## config.mk

```make
export PLATFORM = sky130hd
export DESIGN_NAME = regfile_write_arbiter
export DESIGN_NICKNAME = d
export VERILOG_FILES = /design/src/rtl/regfile_write_arbiter.sv
export SDC_FILE = /design/constraint.sdc
export NUM_CORES = 1
export LEC_CHECK = 0
export CAP_MARGIN = 25
export CORE_MARGIN = 5
export CORE_UTILIZATION = 43
export CTS_CLUSTER_SIZE = 28
export DETAILED_ROUTE_END_ITERATION = 10
export PLACE_DENSITY = 0.87
export SYNTH_ARGS = -nofsm -noshare
export SYNTH_HDL_FRONTEND = slang
export SYNTH_SLANG_ARGS = --single-unit
```

## constraint.sdc

```tcl
create_clock -name clk -period 2 [get_ports clk]
set_input_delay 0.2 -clock clk [delete_from_list [all_inputs] [get_ports clk]]
set_output_delay 0.2 -clock clk [all_outputs]
set_load 0.02 [all_outputs]
```

## src/rtl/regfile_write_arbiter.sv

```systemverilog
// regfile_write_arbiter: shares the register-file write port between the
// pipeline writeback stage and the long-latency unit. A pending scoreboard
// marks registers whose long-latency result has not yet been written, and
// drives a decode-stage hazard. A long-latency result that has been blocked
// for STARVE_LIMIT cycles gets the port for one cycle while writeback stalls.
//
// Handshake (lu_*): the long-latency unit raises lu_valid with lu_addr and
// lu_data and holds all three stable until the cycle where lu_ready is also
// high; that cycle is the transfer and the write lands at its negedge.
// lu_ready never depends on lu_valid's history beyond the starvation counter.
// Issue (issue_*): issue_valid && issue_ready in one cycle marks the
// destination pending; issue_ready is low while that register is pending.
module regfile_write_arbiter #(
  parameter int unsigned STARVE_LIMIT = 4
) (
  input  logic        clk,
  input  logic        rst,
  input  logic [4:0]  wb_addr,
  input  logic [31:0] wb_data,
  output logic        wb_stall,
  input  logic        lu_valid,
  input  logic [4:0]  lu_addr,
  input  logic [31:0] lu_data,
  output logic        lu_ready,
  input  logic        issue_valid,
  input  logic [4:0]  issue_addr,
  output logic        issue_ready,
  input  logic [4:0]  rs_addr,
  input  logic [4:0]  rt_addr,
  input  logic [4:0]  dst_addr,
  output logic        hazard,
  output logic [4:0]  rf_write_addr,
  output logic [31:0] rf_write_data
);

  localparam logic [3:0] LIMIT_M1 = 4'(STARVE_LIMIT - 1);

  logic [31:1] pending_q;
  logic [31:1] pending_d;
  logic [31:0] pend_full;
  logic [3:0]  wait_cnt_q;
  logic [3:0]  wait_cnt_d;
  logic        force_q;
  logic        force_d;
  logic        lu_hs;
  logic        lu_blocked;
  logic        issue_set;

  // Register 0 is never pending; prepend a constant zero so any 5-bit
  // address can index the scoreboard directly.
  assign pend_full = {pending_q, 1'b0};

  // Write-port grant: forced long-latency slot, else pipeline, else lu.
  always_comb begin
    lu_ready      = 1'b0;
    wb_stall      = 1'b0;
    rf_write_addr = 5'd0;
    rf_write_data = wb_data;
    if (!rst) begin
      if (force_q) begin
        lu_ready      = 1'b1;
        wb_stall      = 1'b1;
        rf_write_addr = lu_valid ? lu_addr : 5'd0;
        rf_write_data = lu_data;
      end else if (wb_addr != 5'd0) begin
        rf_write_addr = wb_addr;
        rf_write_data = wb_data;
      end else begin
        lu_ready      = 1'b1;
        rf_write_addr = lu_valid ? lu_addr : 5'd0;
        rf_write_data = lu_data;
      end
    end
  end

  // Decode-facing scoreboard lookups; all forced low while in reset.
  always_comb begin
    issue_ready = 1'b0;
    hazard      = 1'b0;
    if (!rst) begin
      issue_ready = !pend_full[issue_addr];
      hazard      = pend_full[rs_addr] | pend_full[rt_addr] | pend_full[dst_addr];
    end
  end

  assign lu_hs      = lu_valid && lu_ready;
  assign lu_blocked = lu_valid && !lu_ready;
  assign issue_set  = issue_valid && issue_ready && (issue_addr != 5'd0);

  // Next scoreboard: clear on completed handshake, set on issue; set wins.
  always_comb begin
    pending_d = pending_q;
    for (int i = 1; i < 32; i++) begin
      if (lu_hs && (lu_addr == 5'(i))) begin
        pending_d[i] = 1'b0;
      end
      if (issue_set && (issue_addr == 5'(i))) begin
        pending_d[i] = 1'b1;
      end
    end
  end

  // Starvation tracking: count blocked cycles, arm a one-cycle force slot.
  // A force cycle always has lu_ready high, so it is never blocked and
  // force drops on the following edge regardless of lu_valid.
  always_comb begin
    wait_cnt_d = 4'd0;
    force_d    = 1'b0;
    if (lu_blocked) begin
      if (wait_cnt_q == LIMIT_M1) begin
        force_d = 1'b1;
      end else begin
        wait_cnt_d = wait_cnt_q + 4'd1;
      end
    end
  end

  // State registers with synchronous reset.
  always_ff @(posedge clk) begin
    if (rst) begin
      pending_q  <= '0;
      wait_cnt_q <= 4'd0;
      force_q    <= 1'b0;
    end else begin
      pending_q  <= pending_d;
      wait_cnt_q <= wait_cnt_d;
      force_q    <= force_d;
    end
  end

endmodule

```

# == Word-level counts from Yosys, hierarchy flattened ==
# Cells that the tools add are included.
# W data, S select, Z words.
# classes
n_eq_ne,63
reduce_logical,103
n_bitwise,3
muxes,85
add_sub_neg,1
magnitude_cmp,4
# op_table
cell,count
$eq A5 B5 Y1 const B,32
$mux W32,3
$eq A5 B4 Y1 const B,16
$mux W1,74
$logic_and A1 B1 Y1,66
$reduce_bool A2 Y1,31
$eq A5 B3 Y1 const B,8
$lt A5 B6 Y1 const B,4
$bmux W1 S5,4
$eq A5 B2 Y1 const B,4
$mux W5,4
$eq A5 B1 Y1 const B,2
$reduce_bool A5 Y1,2
$add A4 B1 Y4 const B,1
$eq A4 B2 Y1 const B,1
$reduce_or A3 Y1,1
$logic_not A1 Y1,2
$or A1 B1 Y1,2
$reduce_or A2 Y1,1
$not A1 Y1,1
# totals
register_bits,36
word_cells,292
inputBits,98

# == Longest topological paths before layout ==
# Gate-level depths: netlist (run 1).
# depth
word_depth,8
mapped_depth,7
ltp_nobuf,5

# == Least setup slack after synthesis (run 1) ==
# No wires, ideal clock.
# synth_timing
path_type,input to output
from,input port issue_addr[1]
to,output port issue_ready
path_stages,6
arrival_time_ns,1.801
required_time_ns,1.800
slack_ns,-0.001
path_cell_list,buf_2 -> buf_2 -> mux4_2 -> mux4_2 -> mux2_2 -> nor2_2
# synth_between
elab_chain_cells,4
# synth_lines
element,line_no,source
"start, declared",26,"input logic [4:0] issue_addr,"
$bmux W1 S5,81,issue_ready = !pend_full[issue_addr];
$mux W1 (implied by the code),81,
$logic_not A1 Y1,81,
$mux W1,80,if (!rst) begin
"end, declared",27,"output logic issue_ready,"
# Every way passes these cells. The select of a mux whose other input is x is not followed.

# == Final worst setup path (run 1) ==
# layout_timing
from,register pending_q[12] in the netlist's numbering
to,output port issue_ready
# layout_between
elab_chain_cells,4
# layout_lines
element,line_no,source
"start, declared",38,logic [31:1] pending_q;
"start signal, assigned",125,pending_q <= pending_d;
$bmux W1 S5,81,
$mux W1 (implied by the code),81,
$logic_not A1 Y1,81,
$mux W1,80,
# Every way passes these cells. The select of a mux whose other input is x is not followed.

==> results of run 1 <==
## power by group through the flow
stage,Combinational [mW],Sequential [mW],Clock (mW)
after floorplan,0.270,0.748,0
after global placement,0.681,0.747,0
after detailed placement,0.696,0.747,0
after CTS,0.685,0.731,0.549
after global routing,0.749,0.732,0.585
final,0.718,0.732,0.555
## kinds of logic after synthesis
| kind of cell | after synthesis |
|---|---|
| XOR/XNOR | 2 |
| AO/OA/AOI/OAI | 80 |
| multiplexers | 72 |
| AND/OR/NAND/NOR | 98 |
| adder cells (fa/ha/maj) | 1 |
| buffers and inverters | 32 |
| flip-flops | 36 |
## flip-flops by register name, indices dropped and copies added (netlist names)
signal / flops
wait_cnt_q: 4
pending_q: 31
force_q: 1
## area by class of cell
class,instances,area [µm²]
timing repair buffer,236,2140
clock inverter,1,7.51
tap,99,124
inverter,8,30.0
clock buffer,7,86.3
antenna,5,12.5
fill,477,1670
multi-input combinational,253,2340
sequential,36,733
## what timing repair did
| item | 4_1_cts | 5_1_grt |
|---|---|---|
| buffers inserted | 9 | 3 |
| setup endpoints to repair | 47 | 29 |
| cloned | 3 | 0 |
| hold buffers | 0 | 0 |
| hold endpoints to repair | 0 | 0 |
| pin swaps | 7 | 7 |
| gates resized for setup | 236 | 34 |
## routing by layer
layer / track usage [%] / part of all wire [%] / up-vias
met5: 0 / 0 / -
met3: 7.41 / 9.1 / 97
met1: 33.6 / 33 / 1867
li1: - / - / 1708
met2: 57.4 / 50 / 328
met4: 27.3 / 8.0 / 0
## cells in the final DEF (no fill, tap or decap), types with 15 or more instances in the layout
cell             Yosys  routed
buf_6                1      26
mux2_2              37      25
buf_4                1      83
nand2_1             16      16
buf_2               11      23
nand2b_1            15      15
clkdlybuf4s50_1      0      82
mux4_2              28      28
o21ai_0             21      21
dfxtp_1             36      26
o211ai_1            17      17
## path summary, 6_finish.rpt
kind,start,endpoint,slack [ns],cells after the start
worst max register to register,force_q,pending_q[31],0.23,6
worst min register to register,wait_cnt_q[0],wait_cnt_q[0],0.47,1
worst max-delay path,pending_q[12],issue_ready,-0.30,5
worst min-delay path,wait_cnt_q[0],wait_cnt_q[0],0.47,1
## critical path: cells and delay by family (launching register included)
kind / cells / cell delay [ns]
multiplexers: 3 / 1.25
flip-flops: 1 / 0.34
buffers and inverters: 1 / 0.12
AND/OR/NAND/NOR: 1 / 0.08
## stage by stage
step                utilization, %  hold slack, ns  instances  TNS, ns
finish                        76.6           0.467        645   -0.964
global route                  76.6           0.491        645    -1.47
CTS                           75.5           0.455        640   -0.517
detailed placement            72.5           0.443        620   -29.88
global placement              72.5           0.430        620   -27.00
floorplan                        -           0.354        321        0
## synthesized netlist by cell type, types with 5 or more instances
cell type,n
mux2_2,37
dfxtp_1,36
mux4_2,28
o21ai_0,21
o211ai_1,17
a21oi_1,16
nand2_1,16
nand2b_1,15
nand3_1,13
nor2_1,12
buf_2,11
clkbuf_1,9
inv_1,8
a32o_1,7
mux2i_1,7
nor2b_1,7
nand4_1,5
==> results.toml, run 1 <==
[logic_synthesis]
synth_edf_count = 0
synth_top_area_share_pct = 23.2
synth_nets = 420
synth.area.mux_share_pct = 36.0
yosys.area_share.adder_pct = 0.403
netlist_instances = 321
synth_compound_area_share_pct = 17.0
synth_top_family_by_area = "multiplexers"
yosysWarnings = 0
synth.distinct_cells = 51
synth-simple-area-share_pct = 18.2
avgSynthCellArea_um2 = 9.67
syn_area_mm2 = 0.00311
synth_area_leaders = "dfxtp_1 23%, mux4_2 20%, mux2_2 13%, o211ai_1 4.1%, o21ai_0 3.4%"
synth-xor-area-share_pct = 0.564
yosys_most_used_dff = "dfxtp_1"
async_reset_ff_share_pct = 0
synth_top_cell_by_area = "dfxtp_1"
ys_seq_area_share_pct = 23.2
ys_seq_elements = 36

[pwr]
switchingPower_uw = 601
sw_frac_of_total_pct = 30.0
worst_ir_drop_vdd_uv = 260
power_frac_seq_pct = 36.5
p_int_mw = 1.40
comb_power_share_pct = 35.8
clkPwrFrac_pct = 27.7
leakage_nw = 2.18
powerDensity_mw_per_mm2 = 367
total_power_mw = 2.00

[detailed_routing]
post_drt_via_cell_ratio = 6.20
vias = 4000
first_iter_violations = 384
antenna_left = 0
wirelength_um = 15300
drc = 0
wl_per_cell_um = 23.7
drt_first_pass_iters = 5

[floorplanning]
die_w_um = 95.0
start_util_pct = 43.5
die-area_mm2 = 0.00902
row_count = 31
io_pins = 139
core_area_mm2 = 0.00714
die_h_um = 95.0

[timing]
slew_headroom_pct = 71.3
finClkSkew_ns = 0.0116
final-max-slew-violation-count = 0
max_freq_mhz = 436
setup_viol = 14
period_minus_slack_ns = 2.30
tightest_slew_ns = 0.425
finalCritPeriodShare_pct = 115
hold_viol_final = 0
timing.final.ws_setup_ns = -0.296
rsz0062_at_grt = "yes"

[status]
status = "finished, violations left"
violations = "negative setup slack"

[critical_path]
crit_path_start_kind = "register"
crit_path_top_delay_cell = "mux4_2"
worstPathCellList = "mux4_2 -> mux4_2 -> mux2_4 -> nor2_4 -> buf_6"
path_max_fanout = 2
cp.arrival_ns = 2.10
critPathMostFrequentCell = "mux4_2"
crit_type = "reg -> out"
cp-end-kind = "output port"
required_ns = 1.80
cp_slowest_stage_delay_ns = 0.49

[cts]
clk_pin_slew_ns = 0.08
clockBufferDepth = 2
cts_buffers = 5
cts_tree = "yes"
cts.sinks = 36
cts_max_level = 2
clock_latency_ns = 0.30
root_buffer = "clkbuf_8"

[finish]
fin_area_mm2 = 0.00547
area_growth_pct = 76.1
fin_nets = 639
drive_gt1_share_pct = 43.6

[placement]
place.gp.congestion = 0.974
post-dp-hpwl_um = 11600
placed_cell_area_mm2 = 0.00517
numPortBuffers = 138
place_ws_ns = -1.05

[global_routing]
gr-total-overflow = 0
antenna_found_initial = 5
grt_pass1_wl_um = 22200
grt_pass1_vias = 4237
grtUsageTotal_pct = 33.1
grt_max_degree = 24

[flow_run]
cap_violations = 0

[worst_hold_path]
min_path_type = "reg -> reg"
Power figures use the tool's default switching activity.
==> run 2: changes to the inputs <==
Settings changed: ABC_AREA set to 1, CORE_UTILIZATION 43 to 45, GPL_ROUTABILITY_DRIVEN set to 0, PLACE_DENSITY 0.87 to 0.86.
==> run 2 against run 1 <==
Effect of this change:
- the flow now finishes without violations
- sequential cell count unchanged
- area after synthesis is 18% higher
- first-iteration DRC count rose by 95%
- sequential share of layout area shrank 0.28 points
- clock skew fell by 0.0062 ns
- sequential power about the same
- power up 2.7%
- via count is 38% higher
- largest cell class unchanged
- final area grew 2.1%
==> results.toml, run 2 <==
[logic_synthesis]
synth_common_cells = "253 x nand2_1, 69 x nand3_1, 61 x a21oi_1"
syn_area_mm2 = 0.00368
yosysWarnings = 0
ys_seq_elements = 36
netlist_instances = 681
synth_top_area_share_pct = 25.8
yosysMostFrequentCell = "nand2_1"
async_reset_ff_share_pct = 0
synth_top_cell_by_area = "nand2_1"
synth.distinct_cells = 28
avgSynthCellArea_um2 = 5.40
synth_edf_count = 0
yosys_most_used_dff = "dfxtp_1"
synth_nets = 780
ys_seq_area_share_pct = 19.6
synth_area_leaders = "nand2_1 26%, dfxtp_1 20%, nand3_1 9.4%, a21oi_1 8.3%, nand4_1 5.6%"

[cts]
cts_max_level = 2
cts_buffers = 5
cts.sinks = 36
cts_tree = "yes"
clock_latency_ns = 0.30
clockBufferDepth = 2
root_buffer = "clkbuf_8"
clk_pin_slew_ns = 0.07

[detailed_routing]
drc = 0
first_iter_violations = 748
wl_per_cell_um = 17.2
wirelength_um = 16300
drt_first_pass_iters = 7
post_drt_via_cell_ratio = 5.80
antenna_left = 0
vias = 5502

[finish]
area_growth_pct = 51.9
antenna_cells = 0
fin_nets = 942
reg.largest.list = "pending_q (31), wait_cnt_q (4), force_q (1)"
post-route-util_pct = 69.0
layout_common_cells = "250 x nand2_1, 86 x clkdlybuf4s50_1, 69 x nand3_1"
drive_gt1_share_pct = 17.1
final_common_cell = "nand2_1"
largest-register = "pending_q"
largest_reg_flops = 31

[timing]
finalCritPeriodShare_pct = 96.4
tightest_slew_ns = 0.545
hold_viol_final = 0
hold_slack_ns = 0.460
final-max-slew-violation-count = 0
max_freq_mhz = 519
finClkSkew_ns = 0.00545
period_minus_slack_ns = 1.93
timing.final.ws_setup_ns = 0.0729
rsz0062_at_grt = "yes"
setup_viol = 0
slew_headroom_pct = 63.6

[critical_path]
cp.arrival_ns = 1.73
reg2reg_setup_slack_ns = 0.22
crit_type = "reg -> out"
cp_slowest_stage_delay_ns = 0.47
crit_path_start_kind = "register"
reg2reg_to = "pending_q[31]"
cp-end-kind = "output port"
path_max_fanout = 5
required_ns = 1.80
crit_path_top_delay_cell = "dfxtp_1"
rr_worst_depth = 9
worstSetupStartpoint = "pending_q[23]"
critPathTopFamily = "flip-flops"
cp.depth = 11
path_buf_inv = 1
worstPathCellList = "nand2_1 -> o21ai_0 -> a21oi_1 -> o21ai_0 -> nand2_1 -> nand2_1 -> nand3_1 -> nand2_1 -> nor2_2 -> a21oi_1 -> buf_4"
r2r_start = "pending_q[18]"
cp-endpoint = "hazard"
critPathMostFrequentCell = "nand2_1"

[worst_hold_path]
min_path_type = "reg -> reg"
holdCritStartpoint = "wait_cnt_q[0]"

[floorplanning]
io_pins = 139
die_h_um = 100
start_util_pct = 45.4
row_count = 33
die_w_um = 100
core_area_mm2 = 0.00809
die-area_mm2 = 0.0101

[pwr]
leakage_nw = 2.44
worst_ir_drop_vdd_uv = 200
powerDensity_mw_per_mm2 = 369

[placement]
place_ws_ns = -0.656
post-dp-hpwl_um = 12100
numPortBuffers = 138

[global_routing]
grtUsageTotal_pct = 31.2
gr-total-overflow = 0
grt_pass1_wl_um = 25300
grt_pass1_vias = 5206
antenna_found_initial = 0
grt_max_degree = 32

[flow_run]
cap_violations = 0

[status]
status = "complete, no violations"
run 2: changes by cell type in the layout (fill, tap and decap cells not counted), moves of 15 or more:
cell      previous run  this run
buf_2               23         4
nand4_1              5        33
buf_4               83        52
mux2_2              25         0
nand3_1             13        69
nand2b_1            15         0
nor2_1              12        49
mux4_2              28         0
nand2_1             16       250
a21oi_1             14        60
inv_1                7        39
buf_6               26         9
run 2: cells by family (layout without fill, tap and decap cells):
| logic type | Yosys count | count (layout) | synth area share [%] |
|---|---|---|---|
| buffers and inverters | 93 | 256 | 11.7 |
| AOI/OAI and AO/OA | 117 | 117 | 17.4 |
| and+or+nand+nor | 433 | 433 | 50.7 |
| adders and majority gates | 1 | 1 | 0.340 |
| DFF | 36 | 36 | 19.6 |
| xor gates and xnor gates | 1 | 1 | 0.238 |
run 2: cell type report:
type | count | area (µm²)
Sequential cell | 36 | 733
Tap cell | 105 | 131
Inverter | 52 | 203
Clock buffer | 8 | 90.1
Timing Repair inverter | 1 | 5.00
Fill cell | 713 | 2510
Multi-Input combinational cell | 552 | 2560
Timing Repair Buffer | 195 | 1860
run 2: layer usage:
layer | up-vias | global-route usage (%) | wire length, µm
met5 | - | 0 | 0
met4 | 0 | 15.3 | 1020
met3 | 122 | 6.81 | 1810
met2 | 385 | 50.0 | 7460
met1 | 2423 | 39.6 | 6030
li1 | 2572 | - | -
run 2: timing repair:
| item | CTS | global route |
|---|---|---|
| setup buffers | 0 | 1 |
| resized for setup | 139 | 67 |
| pin swaps | 1 | 4 |
| gates cloned | 3 | 2 |
| hold buffers | 0 | 0 |
| setup endpoints to repair | 40 | 39 |
run 2: worst min path at each step:
stage,end,cells after the start
2_1_floorplan,force_q,2
3_3_place_gp,wait_cnt_q[0],1
3_5_place_dp,wait_cnt_q[0],1
4_1_cts,wait_cnt_q[0],1
5_1_grt,wait_cnt_q[0],1
6_report,wait_cnt_q[0],1
run 2: metrics by stage:
stage	cells	area (µm²)	setup TNS (ns)	total power [mW]
finish	949	5580	0	2.06
floorplan	681	3680	0	1.09
global placement	935	5420	-21.14	1.50
CTS	946	5560	0	2.02
global route	949	5580	-0.0999	2.13
detailed placement	935	5420	-29.42	1.52
run 2: power breakdown:
group / total [mW] / switching [mW] / internal, mW
Sequential: 0.733 / 0.00920 / 0.723
Clock: 0.545 / 0.264 / 0.281
Combinational: 0.782 / 0.408 / 0.374
